## config.mk

```make
export PLATFORM = sky130hd
export DESIGN_NAME = ag32gbd_ram_arb
export DESIGN_NICKNAME = d
export VERILOG_FILES = /design/src/rtl/ag32gbd_ram_arb.sv
export SDC_FILE = /design/constraint.sdc
export NUM_CORES = 1
export LEC_CHECK = 0
export CELL_PAD_IN_SITES_DETAIL_PLACEMENT = 1
export CELL_PAD_IN_SITES_GLOBAL_PLACEMENT = 2
export CORE_MARGIN = 2
export CORE_UTILIZATION = 19
export CTS_CLUSTER_SIZE = 10
export DETAILED_ROUTE_END_ITERATION = 7
export PLACE_DENSITY_LB_ADDON = 0.1
export SYNTH_ARGS = -nofsm -noshare
export SYNTH_HDL_FRONTEND = slang
export SYNTH_SLANG_ARGS = --single-unit
```

## constraint.sdc

```tcl
create_clock -name sys_clock -period 1.6 [get_ports sys_clock]
set_input_delay 0.16 -clock sys_clock [delete_from_list [all_inputs] [get_ports sys_clock]]
set_output_delay 0.16 -clock sys_clock [all_outputs]
set_load 0.05 [all_outputs]
```

## src/rtl/ag32gbd_ram_arb.sv

```systemverilog
// Purpose: shares the cartridge SRAM port between the cart mapper path and NUM_CH internal byte-write channels.
// Latency: cart path is combinational in PASS; an internal write completes 1+SETUP+PULSE+HOLD cycles after its request is sampled.
// Backpressure: channel requests are levels held until ch_done; cart_req is stalled (cart_stall) until an in-flight write finishes.
module ag32gbd_ram_arb #(
    parameter int NUM_CH    = 2,
    parameter int ADDR_W    = 17,
    parameter int SETUP_CYC = 1,
    parameter int PULSE_CYC = 2,
    parameter int HOLD_CYC  = 1
) (
    input  logic                     sys_clock,
    input  logic                     resetn,
    input  logic                     cart_req,
    input  logic [ADDR_W-1:0]        cart_addr,
    input  logic                     cart_nCS,
    input  logic                     cart_nWE,
    input  logic [NUM_CH-1:0]        ch_req,
    input  logic [NUM_CH*ADDR_W-1:0] ch_addr,
    input  logic [NUM_CH*8-1:0]      ch_data,
    output logic [NUM_CH-1:0]        ch_done,
    output logic [ADDR_W-1:0]        ram_addr,
    output logic                     ram_nCS,
    output logic                     ram_nWE,
    output logic [7:0]               ram_dout,
    output logic                     ram_doe,
    output logic                     busy,
    output logic                     cart_stall
);

    localparam int MAX_SP  = (SETUP_CYC > PULSE_CYC) ? SETUP_CYC : PULSE_CYC;
    localparam int MAX_CYC = (MAX_SP > HOLD_CYC) ? MAX_SP : HOLD_CYC;
    localparam int CNT_W   = $clog2(MAX_CYC + 1);
    localparam int PTR_W   = (NUM_CH > 1) ? $clog2(NUM_CH) : 1;

    typedef enum logic [2:0] {
        S_IDLE  = 3'd0,
        S_PASS  = 3'd1,
        S_SETUP = 3'd2,
        S_PULSE = 3'd3,
        S_HOLD  = 3'd4
    } state_t;

    state_t              r_state;
    state_t              w_next_state;
    logic [CNT_W-1:0]    r_cnt;
    logic                w_cnt_last;
    logic [PTR_W-1:0]    r_rr_ptr;
    logic [PTR_W-1:0]    w_rr_next;
    logic [PTR_W-1:0]    r_gnt;
    logic [ADDR_W-1:0]   r_addr;
    logic [7:0]          r_data;
    logic [2*NUM_CH-1:0] w_req_dbl;
    logic [NUM_CH-1:0]   w_req_rot;
    logic                w_gnt_vld;
    logic [PTR_W-1:0]    w_gnt_idx;
    logic [PTR_W:0]      w_idx_sum;
    logic [ADDR_W-1:0]   w_sel_addr;
    logic [7:0]          w_sel_data;
    logic                w_grant;
    logic                w_done_pulse;

    // Rotate requests so bit 0 is the channel at rr_ptr; the first set bit is then the winner.
    assign w_req_dbl = {ch_req, ch_req} >> r_rr_ptr;
    assign w_req_rot = w_req_dbl[NUM_CH-1:0];

    // Round-robin pick: lowest offset from rr_ptr, mapped back to an absolute channel index.
    always_comb begin
        w_gnt_vld = 1'b0;
        w_gnt_idx = '0;
        w_idx_sum = '0;
        for (int k = 0; k < NUM_CH; k++) begin
            if (!w_gnt_vld && w_req_rot[k]) begin
                w_gnt_vld = 1'b1;
                w_idx_sum = {1'b0, r_rr_ptr} + (PTR_W+1)'(k);
                if (w_idx_sum >= (PTR_W+1)'(NUM_CH)) begin
                    w_idx_sum = w_idx_sum - (PTR_W+1)'(NUM_CH);
                end
                w_gnt_idx = w_idx_sum[PTR_W-1:0];
            end
        end
    end

    // Mux the winning channel's address and data toward the holding registers.
    always_comb begin
        w_sel_addr = '0;
        w_sel_data = '0;
        for (int i = 0; i < NUM_CH; i++) begin
            if (w_gnt_idx == PTR_W'(i)) begin
                w_sel_addr = ch_addr[i*ADDR_W +: ADDR_W];
                w_sel_data = ch_data[i*8 +: 8];
            end
        end
    end

    // Flag the final cycle of the current timed phase.
    always_comb begin
        w_cnt_last = 1'b0;
        case (r_state)
            S_SETUP: w_cnt_last = (r_cnt == CNT_W'(SETUP_CYC - 1));
            S_PULSE: w_cnt_last = (r_cnt == CNT_W'(PULSE_CYC - 1));
            S_HOLD:  w_cnt_last = (r_cnt == CNT_W'(HOLD_CYC - 1));
            default: w_cnt_last = 1'b0;
        endcase
    end

    assign w_grant      = (r_state == S_IDLE) && !cart_req && w_gnt_vld;
    assign w_done_pulse = (r_state == S_HOLD) && w_cnt_last;
    assign w_rr_next    = (r_gnt == PTR_W'(NUM_CH - 1)) ? '0 : r_gnt + PTR_W'(1);

    // Next-state logic: cart wins in IDLE; a started write always runs to the end of HOLD.
    always_comb begin
        w_next_state = r_state;
        case (r_state)
            S_IDLE: begin
                if (cart_req) begin
                    w_next_state = S_PASS;
                end else if (w_gnt_vld) begin
                    w_next_state = S_SETUP;
                end
            end
            S_PASS:  if (!cart_req)  w_next_state = S_IDLE;
            S_SETUP: if (w_cnt_last) w_next_state = S_PULSE;
            S_PULSE: if (w_cnt_last) w_next_state = S_HOLD;
            S_HOLD:  if (w_cnt_last) w_next_state = S_IDLE;
            default: w_next_state = S_IDLE;
        endcase
    end

    // State register and phase counter; the counter restarts from zero on every state entry.
    always_ff @(posedge sys_clock) begin
        if (!resetn) begin
            r_state <= S_IDLE;
            r_cnt   <= '0;
        end else begin
            r_state <= w_next_state;
            if (w_next_state != r_state || w_next_state == S_IDLE || w_next_state == S_PASS) begin
                r_cnt <= '0;
            end else begin
                r_cnt <= r_cnt + CNT_W'(1);
            end
        end
    end

    // Capture the granted write so later channel input changes cannot disturb it; advance rr_ptr on completion.
    always_ff @(posedge sys_clock) begin
        if (!resetn) begin
            r_gnt    <= '0;
            r_addr   <= '0;
            r_data   <= '0;
            r_rr_ptr <= '0;
        end else begin
            if (w_grant) begin
                r_gnt  <= w_gnt_idx;
                r_addr <= w_sel_addr;
                r_data <= w_sel_data;
            end
            if (w_done_pulse) begin
                r_rr_ptr <= w_rr_next;
            end
        end
    end

    // SRAM port drive: cart passthrough in PASS, latched write during SETUP/PULSE/HOLD, inactive otherwise.
    always_comb begin
        ram_addr = '0;
        ram_nCS  = 1'b1;
        ram_nWE  = 1'b1;
        ram_dout = '0;
        ram_doe  = 1'b0;
        busy     = 1'b0;
        case (r_state)
            S_PASS: begin
                ram_addr = cart_addr;
                ram_nCS  = cart_nCS;
                ram_nWE  = cart_nWE;
            end
            S_SETUP, S_PULSE, S_HOLD: begin
                ram_addr = r_addr;
                ram_nCS  = 1'b0;
                ram_nWE  = (r_state != S_PULSE);
                ram_dout = r_data;
                ram_doe  = 1'b1;
                busy     = 1'b1;
            end
            default: ;
        endcase
    end

    assign cart_stall = cart_req && (r_state != S_PASS);

    // Completion pulse to the granted channel on the last HOLD cycle.
    always_comb begin
        ch_done = '0;
        for (int i = 0; i < NUM_CH; i++) begin
            ch_done[i] = w_done_pulse && (r_gnt == PTR_W'(i));
        end
    end

endmodule

```

==> results_dict.tcl, run 1 <==
set metrics [dict create \
    rsz0062_at_grt "yes" \
    drive_gt1_share_pct 47.62 \
    synth.area.top_cells "dfxtp_1 (34%), a211oi_2 (16%), mux2i_1 (14%)" \
    routed_via_density 4.409 \
    fin_tns_setup_ps -6655 \
    core_area_sq_um 9729 \
    grt_pass1_wl_microns 12100 \
    hold_path.class "flop to flop" \
    cp_slowest_cell "dfxtp_2" \
    path_class "flop to primary output" \
    rr_endpoint "r_data[1]" \
    clk_latency_ps 290 \
    fin_crit_ps 1770 \
    r2r_start "r_state[1]" \
    cts_tree "done" \
    fillerInstances 1051 \
    avgSynthCellArea_sq_um 9.525 \
    start_util_pct 19.48 \
    hold_viol 0 \
    cp-startpoint "r_state[1]" \
    ys_ff_latch 32 \
    path_max_fanout 9 \
    gp_congestion 0.7427 \
    path_delay_family "buffers and inverters" \
    synth_top_cells_by_count "nor2_1 (34), dfxtp_1 (32), mux2i_1 (26)" \
    chipHeight_microns 103.9 \
    crit_end "ram_addr[2]" \
    drt.antenna.violating_nets 0 \
    drc 0 \
    synth.most_common_cell "nor2_1" \
    start_kind "flop" \
    ys.flop_type "dfxtp_1" \
    maxSlewViolCount 0 \
    yosysTopAreaCellShare_pct 33.80 \
    routed-via-count 2068 \
    place_hpwl_microns 5013 \
    ir_drop_uv 320.0 \
    critPathMaxStageDelay_ps 330 \
    cts_inserted_buffers 5 \
    drv_cap 0 \
    synth_warnings 0 \
    area_growth_pct 130.5 \
    synth_cells 199 \
    worst_pin_slew_ps 310.5 \
    first_iter_violations 32 \
    async_flop_share_pct 0 \
    cp_num_buf_inv 4 \
    critPathArrivalTime_ps 1610 \
    violations "negative setup slack" \
    clockBufferDepth 2 \
    grt_max_degree 20 \
    p_per_area_nw_per_um2 719.4 \
    total_power_mw 3.143 \
    finalSetupViolCount 56 \
    die_area_sq_um 10790 \
    clk_pin_slew_worst_paths_ps 70 \
    place_area_sq_um 3601 \
    worst_clock_skew_ps 3.686 \
    antenna_found_initial 0 \
    max_freq_mhz 564.8 \
    dr.pass1.iters 3 \
    numPortBuffers 105 \
    cts_hold_buffers 0 \
    clock-sinks 32 \
    slew_headroom_pct 78.76 \
    syn_area_sq_um 1896 \
    overflow 0 \
    die_w_microns 103.9 \
    ios 106 \
    num_rows 36 \
    synth.largest_area_cell "dfxtp_1" \
    fin_util_pct 44.91 \
    htreeDepth 2 \
    required_ps 1440 \
    clockRootBuffer "clkbuf_8" \
    path_cells "buf_6, nor3b_4, buf_4, clkbuf_16, a22o_4, buf_12" \
    rr_worst_depth 7 \
    final_cells 469 \
    ys_types 36 \
    p_leak_nw 1.824 \
    worst_slack_ps -170.5 \
    fin_area_sq_um 4369 \
    wirelength_microns 7971 \
    grtUsageTotal_pct 14.19 \
    post-route-period-util_pct 110.7 \
    synth_nets 275 \
    place_inst 438 \
    drt-wirelength-per-cell_microns 17.00 \
    nets 411 \
    worst_setup_path_end_kind "primary output" \
    synth_edf_count 0 \
    diodes 0 \
    grt_pass1_vias 2192 \
    status "complete, but fails checks" \
    cp.depth 6 \
    r2r_slack_ps -150 \
    ys_seq_area_share_pct 33.80 \
]
stage by stage:
step	hold WS, ps	worst slack, ps
after floorplan	277.5	-11.99
after global placement	493.9	-184.7
after detailed placement	497.7	-223.5
after CTS	508.1	-171.0
after global routing	535.1	-211.4
final	515.6	-170.5
layer usage:
metal  routed length [microns]  vias up  track usage (%)
li1                          -     1005                -
met1                      3609     1000            17.64
met2                      3913       56            24.39
met3                       371        7            3.571
met4                        75        0            3.764
met5                         0        -                0
cell families (layout without fill, tap and decap cells):
logic type,Yosys count,in the layout,synth area share [%]
AOI/OAI and AO/OA,51,51,27.46
xor gates and xnor gates,1,1,0.4621
adders and majority gates,2,2,1.320
buffers and inverters,24,161,6.402
DFF,32,32,33.80
muxes,27,27,14.32
and+or+nand+nor,62,62,16.24
worst register-to-register path: stages (launching register included):
cell and delay (ps):
dfxtp_2 330, buf_6 110, or4_4 560, nor2_4 210
buf_6 150, clkbuf_16 150, nor2_1 50, a211oi_2 130
cell type report:
class	instances	area (sq um)	area share (%)
Sequential cell	32	644.4	14.75
Clock inverter	1	30.03	0.6873
Tap cell	133	166.4	3.809
Multi-Input combinational cell	143	1481	33.91
Timing Repair Buffer	147	1928	44.13
Clock buffer	7	96.34	2.205
Inverter	6	22.52	0.5155
worst min-delay path by stage:
| stage | from | end | cells after the start |
|---|---|---|---|
| after floorplan | resetn | r_rr_ptr | 1 |
| after global placement | r_addr[5] | r_addr[5] | 2 |
| after detailed placement | r_addr[5] | r_addr[5] | 2 |
| after CTS | r_addr[5] | r_addr[5] | 2 |
| after global routing | resetn | r_rr_ptr | 2 |
| final | r_data[3] | r_data[3] | 2 |
placed cells by master (no fill, tap or decap), types with 2 or more instances in the layout:
cell             Yosys  final
a211oi_2            24     24
a22o_4               0     17
and2_4               0      8
buf_12               0     36
buf_16               0      4
buf_4                4     20
buf_6                1      9
clkbuf_16            0      4
clkbuf_8             0      7
clkdlybuf4s50_1      0     73
dfxtp_1             32     29
dfxtp_2              0      3
inv_1                5      5
mux2i_1             26     26
nor2_1              34     25
nor2_4               1      9
nor3_1               3      3
o21a_1               2      2
o21ai_4              0      2
repair_timing:
item	in CTS	in global routing
pin swaps	8	39
gates resized for setup	26	43
cloned	5	4
buffers inserted	12	5
endpoints found under the setup margin	44	60
state kept, by name, summed over array words and instances, names as in the netlist:
| name | flops |
|---|---|
| r_rr_ptr | 1 |
| r_state | 3 |
| r_data | 8 |
| r_cnt | 2 |
| r_addr | 17 |
| r_gnt | 1 |
where the power goes:
part,switching (mW),internal (mW),leakage [nW],total [mW]
clock network,0.327,0.550,0.0645,0.877
logic,0.613,0.744,1.50,1.36
registers,0.0488,0.861,0.264,0.910
Power figures use the tool's default switching activity.
==> run 2, diff against run 1 <==
CORE_MARGIN = 4   (was 2)
GPL_TIMING_DRIVEN = 0   (was default)
TNS_END_PERCENT = 30   (was default)
==> run 2 against run 1 <==
Net effect: the run still ends with negative setup slack left; critical path depth up 2; sequential power down 2%; wire length down 2.7%; final area down 14%; power down 10%; register-to-register slack better by 110 ps; highest routed layer unchanged.
==> results_dict.tcl, run 2 (synthesized netlist as in run 1, its figures left out) <==
set metrics [dict create \
    status "complete, but fails checks" \
    violations "negative setup slack" \
    htreeDepth 2 \
    largest_register "r_addr" \
    core_area_sq_um 9729 \
    power_frac_seq_pct 31.7 \
    p_per_area_nw_per_um2 749.7 \
    dr.pass1.iters 4 \
    clockBufferDepth 2 \
    ir_drop_uv 286.5 \
    path_class "flop to primary output" \
    p_int_mw 1.893 \
    cp_num_buf_inv 4 \
    maxSlewViolCount 0 \
    hold_viol 0 \
    chipHeight_microns 107.9 \
    cts_tree "done" \
    area_growth_pct 98.42 \
    cp_slowest_cell "dfxtp_2" \
    antenna_found_initial 0 \
    power_switching_mw 0.9270 \
    clk_latency_ps 290 \
    worst_setup_path_end_kind "primary output" \
    grt_pass1_vias 2125 \
    diodes 0 \
    grt_max_degree 12 \
    overflow 0 \
    path_common_cell "buf_8" \
    cts_inserted_buffers 5 \
    numPortBuffers 105 \
    layout_common_cells "clkdlybuf4s50_1 (73), nor2_1 (32), buf_6 (31)" \
    die_w_microns 107.9 \
    reg.largest.list "r_addr x17, r_data x8, r_state x3" \
    path_cells "buf_8, nor2_4, nand2_4, nand2_8, buf_6, clkbuf_16, and2_4, buf_8" \
    drc 0 \
    grtUsageTotal_pct 13.17 \
    wirelength_microns 7753 \
    slew_headroom_pct 51.24 \
    start_util_pct 19.48 \
    path_delay_family "buffers and inverters" \
    die_area_sq_um 11640 \
    drv_cap 0 \
    clock-sinks 32 \
    cts_hold_buffers 0 \
    max_freq_mhz 563.2 \
    fin_tns_setup_ps -4127 \
    drt-wirelength-per-cell_microns 16.60 \
    path_max_fanout 6 \
    rsz0062_at_grt "yes" \
    fin_crit_ps 1776 \
    finalSetupViolCount 39 \
    critPathArrivalTime_ps 1620 \
    first_iter_violations 36 \
    ios 106 \
    nets 409 \
    gp_congestion 0.6840 \
    post-route-period-util_pct 111.0 \
    final_common_cell "clkdlybuf4s50_1" \
    clk_pin_slew_worst_paths_ps 80 \
    critPathMaxStageDelay_ps 340 \
    routed-via-count 2013 \
    clockRootBuffer "clkbuf_8" \
    power_frac_clock_pct 28.4 \
    worst_slack_ps -175.5 \
    worst_clock_skew_ps 13.74 \
    routed_via_density 4.310 \
    worst_pin_slew_ps 731.3 \
    p_leak_nw 1.582 \
    largest_reg_flops 17 \
    drive_gt1_share_pct 38.62 \
    pwr-share-comb_pct 39.9 \
    num_rows 36 \
    final_cells 467 \
    start_kind "flop" \
    grt_pass1_wl_microns 11820 \
    place_inst 437 \
    drt.antenna.violating_nets 0 \
    place_hpwl_microns 5391 \
    switching_share_pct 32.88 \
    required_ps 1440 \
    hold_path.class "flop to flop" \
]
-- run 2: per-layer routing --
layer / wire [microns] / track usage, % / vias up
li1: - / - / 988
met1: 3339 / 16.91 / 968
met2: 3950 / 22.42 / 50
met3: 399 / 2.939 / 7
met4: 63 / 2.976 / 0
met5: 0 / 0 / -
-- run 2: power by group through the flow --
stage               Combinational (mW)  Clock [mW]  Sequential, mW
floorplan                        0.552           0           0.901
global placement                 0.920           0           0.910
detailed placement               0.928           0           0.911
CTS                               1.10       0.824           0.894
global route                      1.20       0.853           0.903
finish                            1.12       0.801           0.895
-- run 2: area by class of cell --
cell class | count | area (sq um)
Clock inverter | 3 | 42.54
Multi-Input combinational cell | 144 | 1247
Clock buffer | 5 | 68.82
Tap cell | 133 | 166.4
Inverter | 6 | 22.52
Buffer | 17 | 187.7
Timing Repair Buffer | 127 | 1381
Sequential cell | 32 | 644.4
Fill cell | 1124 | 5968
-- run 2: final timing paths --
check	depth (start not counted)	to	slack (ps)	startpoint
hold / removal	1	r_cnt[0]	470	r_cnt[0]
hold reg to reg	1	r_cnt[0]	470	r_cnt[0]
setup / recovery	8	ram_dout[4]	-180	r_state[1]
setup reg to reg	5	r_addr[16]	-40	r_state[1]
-- run 2: per-stage QoR --
step | hold slack, ps | setup WS (ps) | utilization (%) | power [mW] | area (sq um)
5_1_grt | 502.6 | -240.6 | 38.66 | 2.958 | 3761
3_5_place_dp | 460.8 | -1159 | 32.45 | 1.839 | 3157
4_1_cts | 473.9 | -214.8 | 37.87 | 2.818 | 3685
3_3_place_gp | 452.5 | -1143 | 32.45 | 1.830 | 3157
6_report | 467.7 | -175.5 | 38.66 | 2.820 | 3761
2_1_floorplan | 277.5 | -108.1 | - | 1.454 | 1939
-- run 2: repair_timing --
item,in CTS,in global routing
pin swaps,33,4
setup buffers,14,6
gates resized for setup,274,15
gates cloned,4,1
endpoints found under the hold margin,0,0
setup endpoints to repair,58,60
==> run 3, diff against run 2 <==
ABC_AREA = 0   (was default)
SKIP_CTS_REPAIR_TIMING = 1   (was default)
==> run 3 against run 2 <==
Net effect: hold slack worse by 1.5 ps; global-route usage decreased by 1.2 points; largest power group unchanged; flip-flop and latch count did not move; critical path depth fell by 2; power is 1.5% lower; core utilization decreased by 0.77 points; worst setup slack better by 25 ps; clock skew hardly changed; cell count decreased by 1.3%; register-to-register slack about the same; the run still ends with negative setup slack left.
==> results_dict.tcl, run 3 (synthesized netlist as in run 1, its figures left out) <==
set metrics [dict create \
    worst_setup_path_end_kind "primary output" \
    diodes 0 \
    violations "negative setup slack" \
    clock-sinks 32 \
    largest_reg_flops 17 \
    ir_drop_uv 285.2 \
    post-route-period-util_pct 109.4 \
    grt_max_degree 12 \
    status "complete, but fails checks" \
    cts_tree "done" \
    core_area_sq_um 9729 \
    dr.pass1.iters 4 \
    clk_pin_slew_worst_paths_ps 80 \
    multi_input_area_sq_um 1246 \
    hold_path.class "flop to flop" \
    cp_slowest_cell "dfxtp_4" \
    chipHeight_microns 107.9 \
    fin_crit_ps 1751 \
    drt.antenna.violating_nets 0 \
    maxSlewViolCount 0 \
    drive_gt1_share_pct 37.80 \
    routed-via-count 1975 \
    worst_slack_ps -150.7 \
    rsz0062_at_grt "yes" \
    htreeDepth 2 \
    gp_congestion 0.6840 \
    clk_latency_ps 290 \
    path_cells "buf_8, nor3b_4, buf_6, buf_8, a22o_1, buf_6" \
    worst_clock_skew_ps 13.98 \
    regArea_sq_um 646.9 \
    drc 0 \
    nets 403 \
    dp_slack_ps -1159 \
    slew_headroom_pct 50.03 \
    reg.largest.list "r_addr x17, r_data x8, r_state x3" \
    p_leak_nw 1.532 \
    largest_register "r_addr" \
    final_common_cell "clkdlybuf4s50_1" \
    grt_pass1_wl_microns 10830 \
    start_util_pct 19.48 \
    drv_cap 0 \
    grtUsageTotal_pct 12.01 \
    critPathMaxStageDelay_ps 370 \
    area_growth_pct 94.46 \
    place_hpwl_microns 5391 \
    first_iter_violations 36 \
    critPathArrivalTime_ps 1590 \
    worst_pin_slew_ps 749.5 \
    layout_common_cells "clkdlybuf4s50_1 (73), nor2_1 (33), buf_6 (31)" \
    max_freq_mhz 571.2 \
    num_rows 36 \
    die_w_microns 107.9 \
    fillerInstances 1116 \
    cts_inserted_buffers 5 \
    total_power_mw 2.778 \
    ios 106 \
    path_class "flop to primary output" \
    overflow 0 \
    required_ps 1440 \
    drt-wirelength-per-cell_microns 16.25 \
    die_area_sq_um 11640 \
    clockRootBuffer "clkbuf_8" \
    start_kind "flop" \
    antenna_found_initial 0 \
    p_per_area_nw_per_um2 753.7 \
    routed_via_density 4.284 \
    wirelength_microns 7492 \
    path_max_fanout 5 \
    finalSetupViolCount 33 \
    clockBufferDepth 2 \
    grt_pass1_vias 2015 \
    hold_viol 0 \
    numPortBuffers 105 \
]
[run 3: through the flow]
stage | cells | utilization [%] | TNS, ps | hold WS (ps) | instance area (sq um)
floorplan | 199 | - | -1636 | 277.5 | 1939
global placement | 437 | 32.45 | -41870 | 452.5 | 3157
detailed placement | 437 | 32.45 | -42040 | 460.8 | 3157
CTS | 445 | 33.59 | -45020 | 473.9 | 3268
global route | 461 | 37.89 | -6383 | 502.6 | 3686
finish | 461 | 37.89 | -3293 | 466.1 | 3686
[run 3: routing by layer]
metal / global-route usage [%] / vias to the layer above / routed length (microns)
li1: - / 978 / -
met1: 15.21 / 939 / 3336
met2: 20.29 / 53 / 3732
met3: 3.059 / 5 / 378
met4: 2.976 / 0 / 44
met5: 0 / - / 0
[run 3: path summary, 6_finish.rpt]
check | startpoint | to | slack [ps] | cells after the start
hold reg to reg | r_cnt[0] | r_cnt[0] | 470 | 1
hold / removal | r_cnt[0] | r_cnt[0] | 470 | 1
setup / recovery | r_state[1] | ram_addr[7] | -150 | 6
setup reg to reg | r_state[1] | r_cnt[1] | -40 | 4
[run 3: layout make-up]
| class | instances | area share [%] |
|---|---|---|
| clock inverter | 3 | 1.154 |
| inverter | 6 | 0.6110 |
| clock buffer | 5 | 1.867 |
| multi-input combinational | 143 | 33.81 |
| sequential | 32 | 17.55 |
| buffer | 18 | 5.329 |
| tap | 133 | 4.515 |
| timing repair buffer | 121 | 35.17 |
[run 3: critical path: cells and delay by family, from the launching register on]
kind	cells	cell delay (ps)
buffers and inverters	4	590
DFF	1	370
AOI/OAI and AO/OA	1	150
and+or+nand+nor	1	190
[run 3: power breakdown]
part	total [mW]	switching [mW]	internal, mW
registers	0.895	0.0348	0.860
clock network	0.799	0.338	0.461
logic	1.08	0.541	0.543
